## config.mk

```make
export PLATFORM = sky130hd
export DESIGN_NAME = alu_sequencer_flat
export DESIGN_NICKNAME = d
export VERILOG_FILES = /design/src/rtl/alu_sequencer_if.sv /design/src/rtl/alu_sequencer.sv /design/src/flat_wrapper.sv
export SDC_FILE = /design/constraint.sdc
export NUM_CORES = 1
export LEC_CHECK = 0
export CORE_MARGIN = 2
export CORE_UTILIZATION = 30
export DETAILED_ROUTE_END_ITERATION = 6
export PLACE_DENSITY_LB_ADDON = 0.1
export SETUP_SLACK_MARGIN = 0.5
export SLEW_MARGIN = 20
export SYNTH_ARGS = -nofsm -noshare
export SYNTH_HDL_FRONTEND = slang
export SYNTH_SLANG_ARGS = --single-unit
```

## constraint.sdc

```tcl
create_clock -name clk -period 2.8 [get_ports clk]
set_input_delay 0.56 -clock clk [delete_from_list [all_inputs] [get_ports clk]]
set_output_delay 0.56 -clock clk [all_outputs]
set_load 0.02 [all_outputs]
```

## src/rtl/alu_sequencer_if.sv

```systemverilog
// Board-side bundle for the ALU sequencer: switch inputs, ALU operand/result
// wires, and display/status outputs.
interface alu_sequencer_if #(
    parameter int unsigned largo = 16
);
    logic [largo-1:0] data_in;
    logic [2:0]       op_in;
    logic             enter;
    logic             clear;
    logic [largo-1:0] alu_result;
    logic [largo-1:0] alu_a;
    logic [largo-1:0] alu_b;
    logic [2:0]       alu_op;
    logic [largo-1:0] display;
    logic [2:0]       state_o;
    logic             result_valid;
    logic             done;
    logic             op_error;

    // master: the board, switches and external ALU
    modport master (
        output data_in, op_in, enter, clear, alu_result,
        input  alu_a, alu_b, alu_op, display, state_o, result_valid, done, op_error
    );

    // slave: the sequencer itself
    modport slave (
        input  data_in, op_in, enter, clear, alu_result,
        output alu_a, alu_b, alu_op, display, state_o, result_valid, done, op_error
    );
endinterface

```

## src/rtl/alu_sequencer.sv

```systemverilog
// Operand/opcode entry controller: collects A, B and opcode on enter presses,
// captures the external ALU result and holds it for display.
module alu_sequencer #(
    parameter int unsigned largo = 16
) (
    input logic             clk,
    input logic             reset,
    alu_sequencer_if.slave  bus
);
    typedef enum logic [2:0] {
        WaitA   = 3'd0,
        WaitB   = 3'd1,
        WaitOp  = 3'd2,
        Exec    = 3'd3,
        ShowRes = 3'd4
    } state_e;

    state_e           state_q, state_d;
    logic             enter_q;
    logic             ev;
    logic [largo-1:0] a_q, a_d;
    logic [largo-1:0] b_q, b_d;
    logic [largo-1:0] res_q, res_d;
    logic [2:0]       op_q, op_d;
    logic             err_q, err_d;
    logic             done_q, done_d;

    assign ev = bus.enter & ~enter_q;

    always_comb begin
        state_d = state_q;
        a_d     = a_q;
        b_d     = b_q;
        op_d    = op_q;
        res_d   = res_q;
        err_d   = err_q;
        done_d  = 1'b0;
        // clear outranks ev; data registers are left alone
        if (bus.clear) begin
            state_d = WaitA;
            err_d   = 1'b0;
        end else begin
            case (state_q)
                WaitA: if (ev) begin
                    a_d     = bus.data_in;
                    state_d = WaitB;
                end
                WaitB: if (ev) begin
                    b_d     = bus.data_in;
                    state_d = WaitOp;
                end
                WaitOp: if (ev) begin
                    op_d    = bus.op_in;
                    err_d   = (bus.op_in == 3'd3) || (bus.op_in >= 3'd6);
                    state_d = Exec;
                end
                Exec: begin
                    res_d   = bus.alu_result;
                    state_d = ShowRes;
                    done_d  = 1'b1;
                end
                ShowRes: if (ev) begin
                    err_d   = 1'b0;
                    state_d = WaitA;
                end
                default: state_d = WaitA;
            endcase
        end
    end

    always_ff @(posedge clk) begin
        if (reset) begin
            state_q <= WaitA;
            enter_q <= 1'b0;
            a_q     <= '0;
            b_q     <= '0;
            op_q    <= '0;
            res_q   <= '0;
            err_q   <= 1'b0;
            done_q  <= 1'b0;
        end else begin
            state_q <= state_d;
            enter_q <= bus.enter;
            a_q     <= a_d;
            b_q     <= b_d;
            op_q    <= op_d;
            res_q   <= res_d;
            err_q   <= err_d;
            done_q  <= done_d;
        end
    end

    always_comb begin
        case (state_q)
            WaitOp:        bus.display = {{(largo-3){1'b0}}, bus.op_in};
            Exec, ShowRes: bus.display = res_q;
            default:       bus.display = bus.data_in;
        endcase
    end

    assign bus.alu_a        = a_q;
    assign bus.alu_b        = b_q;
    assign bus.alu_op       = op_q;
    assign bus.state_o      = state_q;
    assign bus.result_valid = (state_q == ShowRes);
    assign bus.done         = done_q;
    assign bus.op_error     = err_q;
endmodule

```

## src/flat_wrapper.sv

```systemverilog
// flat-port wrapper written by rule: the top's interface ports become plain ports
module alu_sequencer_flat 
#(
    parameter int unsigned largo = 16
)
  (clk, reset, bus_data_in, bus_op_in, bus_enter, bus_clear, bus_alu_result, bus_alu_a, bus_alu_b, bus_alu_op, bus_display, bus_state_o, bus_result_valid, bus_done, bus_op_error);
  alu_sequencer_if #(.largo(largo)) bus_i ();
  input logic clk;
  input logic reset;
  input wire logic [$bits(bus_i.data_in)-1:0] bus_data_in;
  input wire logic [$bits(bus_i.op_in)-1:0] bus_op_in;
  input wire logic [$bits(bus_i.enter)-1:0] bus_enter;
  input wire logic [$bits(bus_i.clear)-1:0] bus_clear;
  input wire logic [$bits(bus_i.alu_result)-1:0] bus_alu_result;
  output wire logic [$bits(bus_i.alu_a)-1:0] bus_alu_a;
  output wire logic [$bits(bus_i.alu_b)-1:0] bus_alu_b;
  output wire logic [$bits(bus_i.alu_op)-1:0] bus_alu_op;
  output wire logic [$bits(bus_i.display)-1:0] bus_display;
  output wire logic [$bits(bus_i.state_o)-1:0] bus_state_o;
  output wire logic [$bits(bus_i.result_valid)-1:0] bus_result_valid;
  output wire logic [$bits(bus_i.done)-1:0] bus_done;
  output wire logic [$bits(bus_i.op_error)-1:0] bus_op_error;
  assign bus_i.data_in = bus_data_in;
  assign bus_i.op_in = bus_op_in;
  assign bus_i.enter = bus_enter;
  assign bus_i.clear = bus_clear;
  assign bus_i.alu_result = bus_alu_result;
  assign bus_alu_a = bus_i.alu_a;
  assign bus_alu_b = bus_i.alu_b;
  assign bus_alu_op = bus_i.alu_op;
  assign bus_display = bus_i.display;
  assign bus_state_o = bus_i.state_o;
  assign bus_result_valid = bus_i.result_valid;
  assign bus_done = bus_i.done;
  assign bus_op_error = bus_i.op_error;
  alu_sequencer #(.largo(largo)) u_core (.clk(clk), .reset(reset), .bus(bus_i));
endmodule
```

==> results.ini <==
[run_status]
status=completed

[logic_synthesis]
yosysSeqAreaShare_pct=40.0
yosysWarnings=0
syn-cell-area_mm2=0.00285
syn_area_per_cell_um2=9.14
synth_cell_type_count=35
syn-instance-count=312
synth-seq-cells=57
syn_nets=351

[placement]
placed_cell_area_mm2=0.00398
dp.cells=530
gp_congestion=0.709
pre_cts_slack_ns=-0.00525
hpwl_um=5910
numPortBuffers=95

[worst_setup_path]
cp_max_fo=6
arrival_ns=1.69
r2r_end=u_core.bus.alu_a[1]
start_kind=register
end_kind=output pin
reg2reg_from=u_core.bus.state_o[1]
reg2regPathDepth=4
r2r_slack_ns=0.95
path_class=register to output pin
worstPathRequired_ns=2.24

[clock_network]
cts_hold_buf=0
numCtsBuffers=9
clock_latency_ns=0.34
path_clk_slew_ns=0.07
cts_tree=yes
cts-root-buf=clkbuf_8
clock_sinks=57
clk_path_buf_depth=2
h-tree-depth=3

[sta]
finalCritPeriodShare_pct=80.3
rsz0062_at_grt=false
relSlewSlack_pct=64.3
layout_setup_ws_ns=0.553
hold_ws_ns=0.462
tightest_slew_ns=0.536
finalSetupViolCount=0
clock_skew_ns=0.0108
period_minus_slack_ns=2.25
hold_viol=0
drv_slew=0
fmax_mhz=445

[detailed_routing]
drtPass1Iterations=5
wl_um=8510
via_per_inst=4.59
antenna_left=0
drt_iter0_drc=83
drc_errors=0
vias=2545
wl_per_cell_um=15.4

[power]
finalPower_mw=1.88
leakage_nw=1.62
peakVddDrop_uv=280
power_density_mw_per_mm2=442

[die]
dieArea_mm2=0.0103
die_width_um=101
rows=35
num_io_pins=96
dieHeight_um=101
floorplan.initialDensity_pct=30.8
core_area_mm2=0.00924

[finish]
syn2layout_area_growth_pct=49.4
drive_gt1_share_pct=18.1
final_cell_count_no_fill=554
diodes=0
final_cell_area_mm2=0.00426
fin_nets=459
nFillCells=940

[min_path]
hp-class=register to register
whs_path_depth=2
hold_end=u_core.res_q[2]
worstHoldStart=u_core.res_q[2]

[grt]
grt_max_degree=35
grt_pass1_vias=2558
grt_remaining_overflow=0
track_usage_pct=17.2
antenna_found_initial=0
grt_pass1_wl_um=13500

[run]
max-cap-violations=0

==> placed cells by master (no fill, tap or decap), types with 2 or more instances in the layout <==
| master | netlist | final |
|---|---|---|
| dlymetal6s2s_1 | 0 | 2 |
| clkinv_2 | 0 | 2 |
| clkdlybuf4s50_1 | 0 | 71 |
| buf_12 | 0 | 2 |
| a221oi_2 | 0 | 4 |
| inv_1 | 4 | 3 |
| clkbuf_8 | 0 | 10 |
| dfxtp_1 | 57 | 54 |
| buf_4 | 4 | 24 |
| o31ai_1 | 3 | 3 |
| and3b_1 | 2 | 2 |
| nand2_1 | 32 | 32 |
| nor2b_1 | 9 | 7 |
| buf_2 | 6 | 4 |
| a21oi_1 | 31 | 31 |
| dlygate4sd2_1 | 0 | 5 |
| nor3_1 | 4 | 4 |
| clkbuf_2 | 1 | 10 |
| clkinvlp_4 | 0 | 4 |
| a221oi_1 | 14 | 10 |
| nand2b_1 | 58 | 57 |
| nor2_1 | 2 | 2 |
| mux2i_1 | 50 | 50 |
| nor3b_1 | 2 | 2 |
| buf_6 | 2 | 3 |
| dfxtp_4 | 0 | 3 |
| o21ai_0 | 2 | 2 |
| nor4_1 | 2 | 2 |
==> cell families (layout without fill, tap and decap cells) <==
kind of cell    count (synthesis)  in the layout  synth area share (%)
simple gates                  121            121                  25.1
xor+xnor                        1              1                 0.307
mux                            50             50                  17.6
compound gates                 53             53                  11.7
buf+inv                        30            143                  5.31
flops                          57             57                  40.0
==> layer usage <==
metal  track usage, %  vias to the layer above  routed length, um
met1             24.0                     1176               4150
met3             4.21                        8                332
met5                0                        -                  0
met4             5.30                        0                102
li1                 -                     1293                  -
met2             26.1                       68               3930
==> power by group <==
part           switching (mW)  internal (mW)  leakage (nW)
logic                   0.130          0.136          1.06
clock network           0.352          0.432        0.0953
registers             0.00952          0.823         0.463
==> repair_timing <==
item / CTS / global route
buffers inserted: 5 / 2
cloned: 1 / 0
gates resized for setup: 56 / 31
pin swaps: 2 / 3
endpoints found under the setup margin: 17 / 16
==> sequential cells by signal (all words and copies together) (netlist names) <==
signal and flops:
u_core.bus.alu_b 16, u_core.bus.op_error 1, u_core.bus.done 1, u_core.bus.alu_op 3, u_core.res_q 16, u_core.bus.state_o 3, u_core.enter_q 1, u_core.bus.alu_a 16
==> cell usage after synthesis (all sizes together) <==
cell     count  area share, %
nand2b      58             13
dfxtp       57             40
mux2i       50             18
nand2       33            4.4
a21oi       31            5.4
a221oi      14            4.3
buf         14            3.2
clkbuf      12            1.6
nor2b        9            2.0
nor3         5            1.1
inv          4           0.53
o31ai        3           0.79
and3b        2           0.61
nor2         2           0.26
nor3b        2           0.53
nor4         2           0.44
o21ai        2           0.35
a21o         1           0.26
a22oi        1           0.26
and2         1           0.22
and3         1           0.22
nand3        1           0.35
nand4b       1           0.31
nand4bb      1           0.40
nor4b        1           0.83
nor4bb       1           0.35
o211ai       1           0.26
or3b         1           0.40
xnor2        1           0.31
==> metrics by stage <==
step           setup TNS, ns  utilization, %
2_1_floorplan              0               -
3_3_place_gp               0            43.1
3_5_place_dp        -0.00525            43.1
4_1_cts                    0            46.0
5_1_grt                    0            46.1
6_report                   0            46.1
==> final cells by class <==
class	instances	area [um^2]	area share, %
Timing Repair Buffer	122	1110	26.2
Timing Repair inverter	1	7.51	0.176
Multi-Input combinational cell	225	1610	37.7
Tap cell	129	161	3.79
Sequential cell	57	1150	27.1
Clock buffer	11	141	3.32
Inverter	4	18.8	0.441
Clock inverter	5	55.1	1.29
==> worst max path at each step <==
| stage | depth (start not counted) | startpoint | slack, ns | end |
|---|---|---|---|---|
| 2_1_floorplan | 4 | u_core.bus.state_o[2] | 0.55 | bus_display[0] |
| 3_3_place_gp | 6 | bus_data_in[1] | 0.03 | bus_display[1] |
| 3_5_place_dp | 6 | bus_data_in[1] | -0.005 | bus_display[1] |
| 4_1_cts | 5 | u_core.bus.state_o[0] | 0.50 | bus_display[6] |
| 5_1_grt | 5 | u_core.bus.state_o[0] | 0.48 | bus_display[2] |
| 6_report | 5 | u_core.bus.state_o[0] | 0.55 | bus_display[2] |
==> worst max-delay path, stage by stage, from the launching register on <==
cell	delay (ns)
dfxtp_4	0.38
nor2b_2	0.17
a21o_1	0.22
a221oi_2	0.31
buf_4	0.16
buf_6	0.11
No activity file was read; power rests on OpenSTA's default activity.
==> edit (same settings) <==
Take the reset off `a_q`, `b_q` and `res_q` and load them in a clocked block of their own.
--- a/src/rtl/alu_sequencer.sv
+++ b/src/rtl/alu_sequencer.sv
@@ -72,22 +72,22 @@
         if (reset) begin
             state_q <= WaitA;
             enter_q <= 1'b0;
-            a_q     <= '0;
-            b_q     <= '0;
             op_q    <= '0;
-            res_q   <= '0;
             err_q   <= 1'b0;
             done_q  <= 1'b0;
         end else begin
             state_q <= state_d;
             enter_q <= bus.enter;
-            a_q     <= a_d;
-            b_q     <= b_d;
             op_q    <= op_d;
-            res_q   <= res_d;
             err_q   <= err_d;
             done_q  <= done_d;
         end
+    end
+
+    always_ff @(posedge clk) begin
+        a_q   <= a_d;
+        b_q   <= b_d;
+        res_q <= res_d;
     end
 
     always_comb begin
Behaviour: not the same (a bounded check fails within 4 cycles, from zero or initial values and one cycle with reset high).
==> edit against the unedited design <==
Clock power is 3.6% higher. Hold slack improved by 0.024 ns. Sequential cell count stayed put. Design area is 13% lower. Core utilization is 1.9 points higher. Worst setup slack worse by 0.047 ns. Final cell count is 31% lower. Total power rose by 3.6%. Synthesized area shrank 16%. Synthesized cell count shrank 46%. Wire length is 31% lower.
==> edit: results (changes against the unedited design) <==
Hold path
In this run the most critical hold path is launched from u_core.bus.alu_op[0]. For hold timing, the worst endpoint is u_core.bus.alu_op[0].

Logic synthesis
By count the netlist is led by 48 x sky130_fd_sc_hd__edfxtp_1, 19 x sky130_fd_sc_hd__mux2i_1, 13 x sky130_fd_sc_hd__a21oi_1, 13 x sky130_fd_sc_hd__a221oi_1, 9 x sky130_fd_sc_hd__dfxtp_1. The distinct cell type count after synthesis is 32 (-8.6%). The synthesized area per cell is 14.3 um2 (+56%). The multiplexer share of the synthesized area is 7.97% (-9.6 points).

The share of the synthesized area in compound gates (AO/OA/AOI/OAI) is 12.0% (+0.28 points). The most common flop cell mapped by yosys is sky130_fd_sc_hd__edfxtp_1.

Finish
The area growth from synthesis to layout is 55.3%. The layout buffering overhead excluding clock cells was 26.8% (+0.63 points). The number of nets at the end of the flow came to 312 (-32%). The register area was 1620 um2 (+41%). The number of signal-net inverters in the final layout is 3 (-2).

The share of final-layout standard cells stronger than drive strength 1 is 18.7% (+0.59 points). The fill cell instance count of the final layout is 702 (-25%). The fraction of area in multi-input gates is 20.0% (-18 points). The buffer count excluding the clock tree in the final layout was 108 (-11%).

The number of combinational gates with multiple inputs is 94 (-58%). The final core area utilization was 47.9% (+1.9 points).

STA
The measured slew at the worst slew-check pin came to 0.482 ns (-0.0539 ns). The final hold slack is 0.486 ns (+0.0240 ns). The maximum clock skew at final layout is 0.00653 ns (-0.00425 ns).

Critical path
The origin of the critical flop-to-flop path is u_core.bus.state_o[0]. The setup slack of the worst register-to-register path is 1.10 ns (+0.15 ns). The highest fanout seen on the critical path was 4 (-2). The arrival time of the worst setup path was 1.73 ns (+0.04 ns).

Global route
The global routing usage on met1 was 17.0% (-7.0 points). The first-pass GRT wire length is 8780 um (-35%). The largest net degree at the start of global routing is 21 (-40%).

Detailed routing
The detail-routed via count per cell is 4.71 (+2.5%). The detailed route wirelength on metal2 is 2940 um (-25%). The aggregate routed wire length came to 5830 um (-31%). The number of optimization iterations in the first detailed-route pass is 4 (-1).

The starting DRC count in detailed routing was 52 (-37%).

Place
The worst setup slack before clock tree synthesis is 0.113 ns (+0.118 ns). The placer congestion estimate was 0.764 (+7.9%). The half-perimeter wire length after detailed placement is 4170 um (-29%).

Run status
The run finished with clean final reports.

Clock network
The post-cts repair resize count is 30 (-46%).
edit: how the worst max path moves through the flow:
| stage | slack (ns) | cells after the start | start | endpoint |
|---|---|---|---|---|
| after global routing | 0.42 | 4 | bus_data_in[3] | bus_display[3] |
| final | 0.51 | 4 | bus_data_in[5] | bus_display[5] |
| after floorplan | 0.71 | 6 | u_core.bus.state_o[2] | bus_display[11] |
| after CTS | 0.38 | 5 | bus_data_in[0] | bus_display[0] |
| after global placement | 0.12 | 5 | bus_data_in[0] | bus_display[0] |
| after detailed placement | 0.11 | 5 | bus_data_in[0] | bus_display[0] |
edit: where the power goes:
part           switching, mW  internal, mW  leakage, nW  total, mW
Combinational         0.0998         0.101        0.792      0.201
Clock                  0.315         0.496        0.108      0.812
Sequential           0.00352         0.934        0.509      0.938
edit: critical path: stages:
cell,delay [ns]
sky130_fd_sc_hd__clkdlybuf4s50_1,0.47
sky130_fd_sc_hd__a221oi_1,0.31
sky130_fd_sc_hd__a21oi_1,0.06
sky130_fd_sc_hd__dlygate4sd2_1,0.34
